### src/rtl/sseg_pkg.sv
// Shared constants and scan-FSM state type for the 7-segment display scanner.
package sseg_pkg;

  localparam int unsigned MAX_DIG = 8;

  localparam logic [6:0]         SSEG_BLANK = 7'b1111111;
  localparam logic [MAX_DIG-1:0] AN_OFF     = '1;

  typedef enum logic {
    BLANK = 1'b0,
    DRIVE = 1'b1
  } scan_state_e;

endpackage

### src/rtl/sseg_scan_ctrl_dec.sv
// Combinational nibble to active-low 7-segment pattern (a..g, 0 = lit).
module bcd_to_sseg_dec
  import sseg_pkg::*;
(
  input  logic [3:0] nib_i,
  output logic [0:6] seg_o
);

  // Undefined nibbles fall through to the blank default.
  always_comb begin
    seg_o = SSEG_BLANK;
    case (nib_i)
      4'h0: seg_o = 7'b0000001;
      4'h1: seg_o = 7'b1001111;
      4'h2: seg_o = 7'b0010010;
      4'h3: seg_o = 7'b0000110;
      4'h4: seg_o = 7'b1001100;
      4'h5: seg_o = 7'b0100100;
      4'h6: seg_o = 7'b0100000;
      4'h7: seg_o = 7'b0001111;
      4'h8: seg_o = 7'b0000000;
      4'h9: seg_o = 7'b0000100;
      4'hA: seg_o = 7'b0001000;
      4'hB: seg_o = 7'b1100000;
      4'hC: seg_o = 7'b0110001;
      4'hD: seg_o = 7'b1000010;
      4'hE: seg_o = 7'b0110000;
      4'hF: seg_o = 7'b0111000;
      default: seg_o = SSEG_BLANK;
    endcase
  end

endmodule

### src/rtl/sseg_scan_ctrl.sv
// Multiplexed scan controller: one blank clk plus TICK_DIV lit clks per digit,
// with a double-buffered display word committed only at frame boundaries.
module sseg_scan_ctrl
  import sseg_pkg::*;
#(
  parameter int unsigned NDIG     = 8,
  parameter int unsigned TICK_DIV = 50000
) (
  input  logic              clk,
  input  logic              rst,
  input  logic [4*NDIG-1:0] value_in,
  input  logic              value_load,
  input  logic [NDIG-1:0]   dig_en,
  output logic [NDIG-1:0]   an,
  output logic [0:6]        sseg,
  output logic              load_ack,
  output logic              frame_done
);

  localparam int unsigned IDX_W = (NDIG > 1) ? $clog2(NDIG) : 1;
  localparam int unsigned CNT_W = $clog2(TICK_DIV);

  scan_state_e       state_q;
  logic [IDX_W-1:0]  idx_q;
  logic [CNT_W-1:0]  cnt_q;
  logic [4*NDIG-1:0] active_q, pending_q;
  logic              pend_vld_q;
  logic [NDIG-1:0]   an_q, an_d;
  logic [0:6]        sseg_q, sseg_d, dec_seg;
  logic [3:0]        nib;
  logic              tick, last_dig, boundary;

  always_comb begin
    tick     = (state_q == DRIVE) && (cnt_q == CNT_W'(TICK_DIV - 1));
    last_dig = (idx_q == IDX_W'(NDIG - 1));
    boundary = tick && last_dig && !rst;
    nib      = '0;
    an_d     = AN_OFF[NDIG-1:0];
    for (int unsigned k = 0; k < NDIG; k++) begin
      if (idx_q == IDX_W'(k)) begin
        nib = active_q[4*k +: 4];
        if (state_q == DRIVE) an_d[k] = ~dig_en[k];
      end
    end
  end

  bcd_to_sseg_dec u_dec (
    .nib_i (nib),
    .seg_o (dec_seg)
  );

  assign sseg_d     = (state_q == DRIVE) ? dec_seg : SSEG_BLANK;
  assign frame_done = boundary;
  assign load_ack   = boundary && (pend_vld_q || value_load);
  assign an         = an_q;
  assign sseg       = sseg_q;

  always_ff @(posedge clk) begin
    if (rst) begin
      state_q    <= BLANK;
      idx_q      <= '0;
      cnt_q      <= '0;
      active_q   <= '0;
      pending_q  <= '0;
      pend_vld_q <= 1'b0;
      an_q       <= AN_OFF[NDIG-1:0];
      sseg_q     <= SSEG_BLANK;
    end else begin
      an_q   <= an_d;
      sseg_q <= sseg_d;

      case (state_q)
        BLANK: begin
          state_q <= DRIVE;
          cnt_q   <= '0;
        end
        DRIVE: begin
          if (tick) begin
            state_q <= BLANK;
            cnt_q   <= '0;
            idx_q   <= last_dig ? '0 : idx_q + IDX_W'(1);
          end else begin
            cnt_q <= cnt_q + CNT_W'(1);
          end
        end
        default: state_q <= BLANK;
      endcase

      // A load landing on the boundary bypasses the pending buffer entirely.
      if (boundary) begin
        if (value_load)      active_q <= value_in;
        else if (pend_vld_q) active_q <= pending_q;
        pend_vld_q <= 1'b0;
        pending_q  <= '0;
      end else if (value_load) begin
        pending_q  <= value_in;
        pend_vld_q <= 1'b1;
      end
    end
  end

endmodule

### config.mk
export PLATFORM = sky130hd
export DESIGN_NAME = sseg_scan_ctrl
export DESIGN_NICKNAME = d
export VERILOG_FILES = /design/src/rtl/sseg_pkg.sv /design/src/rtl/sseg_scan_ctrl_dec.sv /design/src/rtl/sseg_scan_ctrl.sv
export SDC_FILE = /design/constraint.sdc
export NUM_CORES = 1
export LEC_CHECK = 0
export CAP_MARGIN = 20
export CORE_MARGIN = 8
export CORE_UTILIZATION = 30
export CTS_BUF_LIST = sky130_fd_sc_hd__clkbuf_8
export CTS_CLUSTER_DIAMETER = 60
export CTS_CLUSTER_SIZE = 20
export DETAILED_ROUTE_END_ITERATION = 8
export DONT_BUFFER_PORTS = 1
export GPL_TIMING_DRIVEN = 0
export PLACE_DENSITY_LB_ADDON = 0.12
export SLEW_MARGIN = 20
export SYNTH_ARGS = -nofsm -noshare
export SYNTH_HDL_FRONTEND = slang
export SYNTH_HIERARCHICAL = 1
export SYNTH_SLANG_ARGS = --single-unit
### constraint.sdc
create_clock -name clk -period 8.6 [get_ports clk]
set_input_delay 0.86 -clock clk [delete_from_list [all_inputs] [get_ports clk]]
set_output_delay 0.86 -clock clk [all_outputs]
set_load 0.01 [all_outputs]
# ---- Word level (Yosys, flattened, before mapping)
# Memories as Yosys holds them, arrays and structs flattened. A register that Yosys moved wholly into a read port is not among the register bits.
# Cells that the tools add are included.
# Widths: inputs -> output; s select.
dict set report word_totals {
  ff_bits 93
  mem_bits_ro 112
  inputBits 43
  wordCells 77
  memories 1
}
# name depth word_bits rd rd_clocked_by_memory_dff wr line
set memory_table {}
lappend memory_table {{(no name shown)} 16 7 1 1 0 sseg_scan_ctrl_dec.sv:12} ;# case (nib_i)
dict set report op_classes {
  addsub 2
  eq_ne 8
  mux 15
  n_bitwise 17
  reduce_logical 20
}
# cell count
set ops {}
lappend ops {{$mux 32} 2}
lappend ops {{$mux 4} 8}
lappend ops {{$pmux 16 s2} 1}
lappend ops {{$reduce_or 3->1} 8}
lappend ops {{$not 1->1} 17}
lappend ops {{$add 16x1->16 const B} 1}
lappend ops {{$eq 16x16->1 const B} 1}
lappend ops {{$mux 16} 1}
lappend ops {{$eq 3x3->1 const B} 4}
lappend ops {{$eq 3x2->1 const B} 2}
lappend ops {{$logic_and 1x1->1} 4}
lappend ops {{$reduce_and 2->1} 2}
lappend ops {{$reduce_or 2->1} 2}
lappend ops {{$add 3x1->3 const B} 1}
lappend ops {{$eq 3x1->1 const B} 1}
lappend ops {{$logic_not 3->1} 1}
lappend ops {{$mux 3} 1}
lappend ops {{$pmux 1 s2} 1}
lappend ops {{$reduce_bool 2->1} 1}
lappend ops {{$logic_not 1->1} 1}
lappend ops {{$logic_or 1x1->1} 1}
lappend ops {{$mux 1} 1}

# ---- Longest topological paths before layout
dict set report logic_depth {
  word_depth 9
  mapped_depth 14
  mapped_depth_nobuf 12
}

# ---- Hierarchy
# Netlist, hierarchy kept.
# mod n_inst cells_each area_each_um2 seq_area_each_um2
set by_module_without_submodules {}
lappend by_module_without_submodules {sseg_scan_ctrl 1 460 4110.2 2001.9}
lappend by_module_without_submodules {bcd_to_sseg_dec 1 33 269.0 0.0}

# ---- Least setup slack after synthesis
# No wires, ideal clock.
dict set report synth_path {
  path_kind {register to register}
  from {register idx_q[2]}
  to {register sseg_q (netlist bit sseg[3])}
  setup_time_ns 0.126
  arrival_ns 3.070
  required_time_ns 8.474
  path_slack_ns 5.404
  path_stages_with_launch 13
  path_cell_list {dfxtp_1 -> clkbuf_1 -> inv_1 -> ha_1 -> or2_2 -> a221oi_1 -> o22ai_1 -> a21oi_1 -> inv_1 -> ha_1 -> inv_1 -> mux4_2 -> nand2b_1}
}
dict set report synth_via {
  elab_chain_len 9
  elab_cells_between_ends 16
  cone_classes {7 x eq/ne; 8 x mux; 1 x reduce/logical}
}
# item line
set synth_rtl {}
lappend synth_rtl {{start, declared} sseg_scan_ctrl.sv:24} ;# logic [IDX_W-1:0] idx_q;
lappend synth_rtl {{start signal, assigned} sseg_scan_ctrl.sv:81} ;# idx_q <= last_dig ? '0 : idx_q + IDX_W'(1);
lappend synth_rtl {{$logic_not 3->1} sseg_scan_ctrl.sv:40} ;# if (idx_q == IDX_W'(k)) begin
lappend synth_rtl {{$mux 4 (7 in a row)} sseg_scan_ctrl.sv:40}
lappend synth_rtl {{$mux 4 (*)} sseg_scan_ctrl.sv:40}
lappend synth_rtl {{net nib[0]} sseg_scan_ctrl.sv:30} ;# logic [3:0] nib;
lappend synth_rtl {{end, declared} sseg_scan_ctrl.sv:29} ;# logic [0:6] sseg_q, sseg_d, dec_seg;
# Mark *: on every way through the listed nets, which the timed path passes. The rest lies on a longest branch.
# A chain may end at the register's enable or synchronous reset.

# ---- Worst setup path in the final report
# Same ends and word-level chain as after synthesis.

==> flow_summary.toml <==
[outcome]
result_of_the_run = "completed"

[die]
die-height_um = 137
rows = 44
initial_core_utilization_pct = 30.4
total_die_area_um2 = 18700
boundaryPins = 60
floorplan.core_area_um2 = 14400
die_w_um = 137

[finish]
layout.cell_area.non_filler_um2 = 4800
layout-drive-gt1-share_pct = 7.27
final_cells = 693
antenna_cells_inserted = 0
layout.filler_cells = 1544
area_used_by_multi_input_combinational_logic_um2 = 2140
synthToLayoutAreaGrowth_pct = 9.63
layout.area.seq_um2 = 2000
finalNetCount = 561

[logic_synthesis]
synth.area.top_cells = "dfxtp_1 (46%), mux2i_1 (8.9%), nor2_1 (6.2%), o21ai_0 (4.7%), nor2b_1 (4.1%)"
muxShareOfSynthArea_pct = 9.43
synth_area_um2 = 4380
synth-seq-area-share_pct = 45.7
dominant_combinational_cell_family_by_area_after_synthesis = "simple AND/OR/NAND/NOR gates"
synth_compound_gate_area_share_pct = 12.6
postSynthNetCount = 550
ys_ff_latch = 100
synthCells = 493
synthDistinctLibCells = 39
yosys_warnings = 6
netlist.top_cell.by_area = "dfxtp_1"
synthesis.area_per_instance_um2 = 8.88
synth_simple_gate_area_share_pct = 19.9
area_share_of_fa_ha_maj_cells_after_synthesis_pct = 4.00
post_synth_xor_area_fraction_pct = 2.80
synth.top_cell.area_share_pct = 45.7

[grt]
global_route.usage.total_pct = 12.0
aggregate_global_routing_overflow = 0
grt_start_max_net_pins = 17
grt_pass1_wl_mm = 17.1
grt_pass1_vias = 3273
grt_antenna_before_repair = 0

[detailed_routing]
initialDrtViolationCount = 234
drtPass1Iterations = 4
drc_errors = 0
finalWirelength_mm = 10.8
routedWlPerCell_um = 15.6
via_count = 3309
detail-route-antenna-nets = 0
vias_per_cell = 4.77

[cts]
cts_made_buffers = 9
cts_max_path_buffers = 2
cts_htree_levels = 3
cts.root.buffer_cell = "clkbuf_8"
clk_latency_ps = 390
cts.sinks = 100
cts.hold.buffers_added = 0
tritoncts = "done"
post_cts_resize_count = 0
cts.reportedPaths.clkPinSlew_ps = 100
cts.repair_timing.setup_buffer_count = 0

[setup_path]
crit_path_start_kind = "register"
worst-path-buf-inv = 4
crit_fanout = 10
critPathSlowestCell = "a21oi_1"
critical_path.cell_chain = "clkbuf_1, inv_1, ha_1, or2_2, a221oi_1, o22ai_1, a21oi_1, inv_1, ha_1, inv_1, mux4_2, nand2b_1"
timing.critical_path.mode_cell = "inv_1"
timing.reg2reg.setup_slack_ps = 4410
worstSetupEndpointType = "register"
worst_r2r_path_depth = 12
r2r_end = "sseg[3]"
cp_slowest_stage_delay_ps = 530
worst_r2r_startpoint = "idx_q[2]"
cell_type_group_with_the_largest_total_delay_on_the_critical_path = "compound AO/OA/AOI/OAI gates"
timing.critical_path.required_ps = 8870
critical_path_class = "register to register"
timing.critical_path.arrival_ps = 4450

[power]
power-per-cell-area_nw_per_um2 = 170
static-leakage-power_nw = 1.73
irDropWorstVdd_uv = 71.5

[sta]
fin_crit_share_pct = 48.7
worst_slew_pin_tran_ps = 748
setup-violations-final = 0
finalSetupTns_ps = 0
max_clock_freq_mhz = 239
timing_hold_violations_final = 0
number_of_slew_limit_violations_in_the_final_report = 0
finalWorstPathRequiredPeriod_ps = 4190
max_clock_skew_ps = 11.8
max_slew_headroom_pct = 49.6
grt_setup_unrepaired = "false"

[placement]
buffers_on_ports = 0
detailedPlacementHpwl_mm = 8.08
dp.cells = 677
dpl-instance-area_um2 = 4610
routabilityCongestion = 0.788

[worst_hold_path]
path_type_of_the_worst_min_delay_path = "register to register"
whs_path_depth = 2
hold-path-endpoint = "pend_vld_q"
timing.hold.worst.start = "pend_vld_q"

[flow_run]
max_cap_violations = 0
==> per-layer routing <==
metal  vias up  GRT usage (%)  part of all wire, %
met1      1534           14.2                   45
li1       1688              -                    -
met3        16           4.00                  6.5
met5         -              0                    0
met4         0           5.01                  1.8
met2        71           19.4                   46
==> worst register-to-register path: stages, from the launching register on <==
cell and delay, ps:
dfxtp_1 370, clkbuf_1 440, inv_1 250, ha_1 390
or2_2 350, a221oi_1 360, o22ai_1 190, a21oi_1 530
inv_1 210, ha_1 350, inv_1 50, mux4_2 440
nand2b_1 150
==> cell families after synthesis <==
| family | after synthesis |
|---|---|
| and+or+nand+nor | 173 |
| AOI/OAI and AO/OA | 103 |
| DFF | 100 |
| buffers and inverters | 49 |
| muxes | 40 |
| xor gates and xnor gates | 14 |
| adders and majority gates | 14 |
==> cells in the final DEF (no fill, tap or decap), types with 4 or more instances in the layout <==
cell type	count
o21ai_0	41
mux2i_1	39
ha_1	14
clkbuf_8	9
nor4_1	4
nor3_1	5
nand4_1	7
nor2_1	72
o21ai_1	32
inv_1	17
nor2b_1	29
nand2b_1	10
dfxtp_1	100
buf_2	7
xnor2_1	13
a21oi_1	18
buf_6	6
nand2_1	19
or3_1	4
nand3_1	10
clkbuf_1	17
==> layout make-up <==
type,count,area share [%]
sequential,100,41.7
tap,184,4.80
inverter,17,1.38
clock buffer,9,2.58
clock inverter,7,1.41
multi-input combinational,344,44.5
buffer,32,3.62
==> metrics by stage <==
step	hold slack (ps)	worst slack, ps	util [%]	total power, W
2_1_floorplan	430	5400	-	0.000515
3_3_place_gp	450	4530	32.0	0.000524
3_5_place_dp	462	4520	32.0	0.000525
4_1_cts	491	4450	33.3	0.000831
5_1_grt	514	4120	33.3	0.000851
6_report	479	4410	33.3	0.000814
==> where the power goes <==
part / switching (W) / total, W / internal, W / leakage (nW)
sequential: 0.00000414 / 0.000478 / 0.000474 / 0.815
clock: 0.000167 / 0.000301 / 0.000133 / 0.0968
combinational: 0.0000225 / 0.0000348 / 0.0000123 / 0.816
total: 0.000194 / 0.000814 / 0.000620 / 1.73
==> cells in the mapped netlist <==
cell	instances
mux4_2	1
xnor2_1	13
nand3_1	10
nor4b_2	2
nor2b_1	29
or2_2	2
nand2_1	19
ha_1	14
nand2b_1	10
a21oi_1	18
inv_4	1
a221oi_1	3
o21bai_2	1
and3_1	1
xor2_1	1
buf_2	7
nor2_1	72
o21ai_0	41
or2_4	1
nand4_1	7
buf_1	2
or3_4	1
a32o_1	1
buf_6	6
nor4_1	4
dfxtp_1	100
inv_1	16
nand3b_1	3
or3_1	4
nor3_1	5
o22ai_1	3
o31ai_1	1
and4b_1	1
nand4b_1	2
o21ai_1	32
a32oi_1	1
mux2i_1	39
clkbuf_1	17
o211ai_1	2
==> worst max-delay path by stage <==
stage               endpoint  depth (start not counted)  slack, ps  startpoint
CTS                  sseg[3]                         12       4450    idx_q[2]
floorplan            sseg[3]                         12       5400    idx_q[2]
global route         sseg[3]                         12       4120    idx_q[2]
detailed placement   sseg[3]                         12       4520    idx_q[2]
global placement     sseg[3]                         12       4530    idx_q[2]
finish               sseg[3]                         12       4410    idx_q[2]
==> state kept, by name, indices dropped and copies added, names as in the netlist <==
register / count
idx_q: 3
sseg: 7
active_q: 32
state_q: 1
pend_vld_q: 1
pending_q: 32
an: 8
cnt_q: 16
No activity file was read; power rests on OpenSTA's default activity.
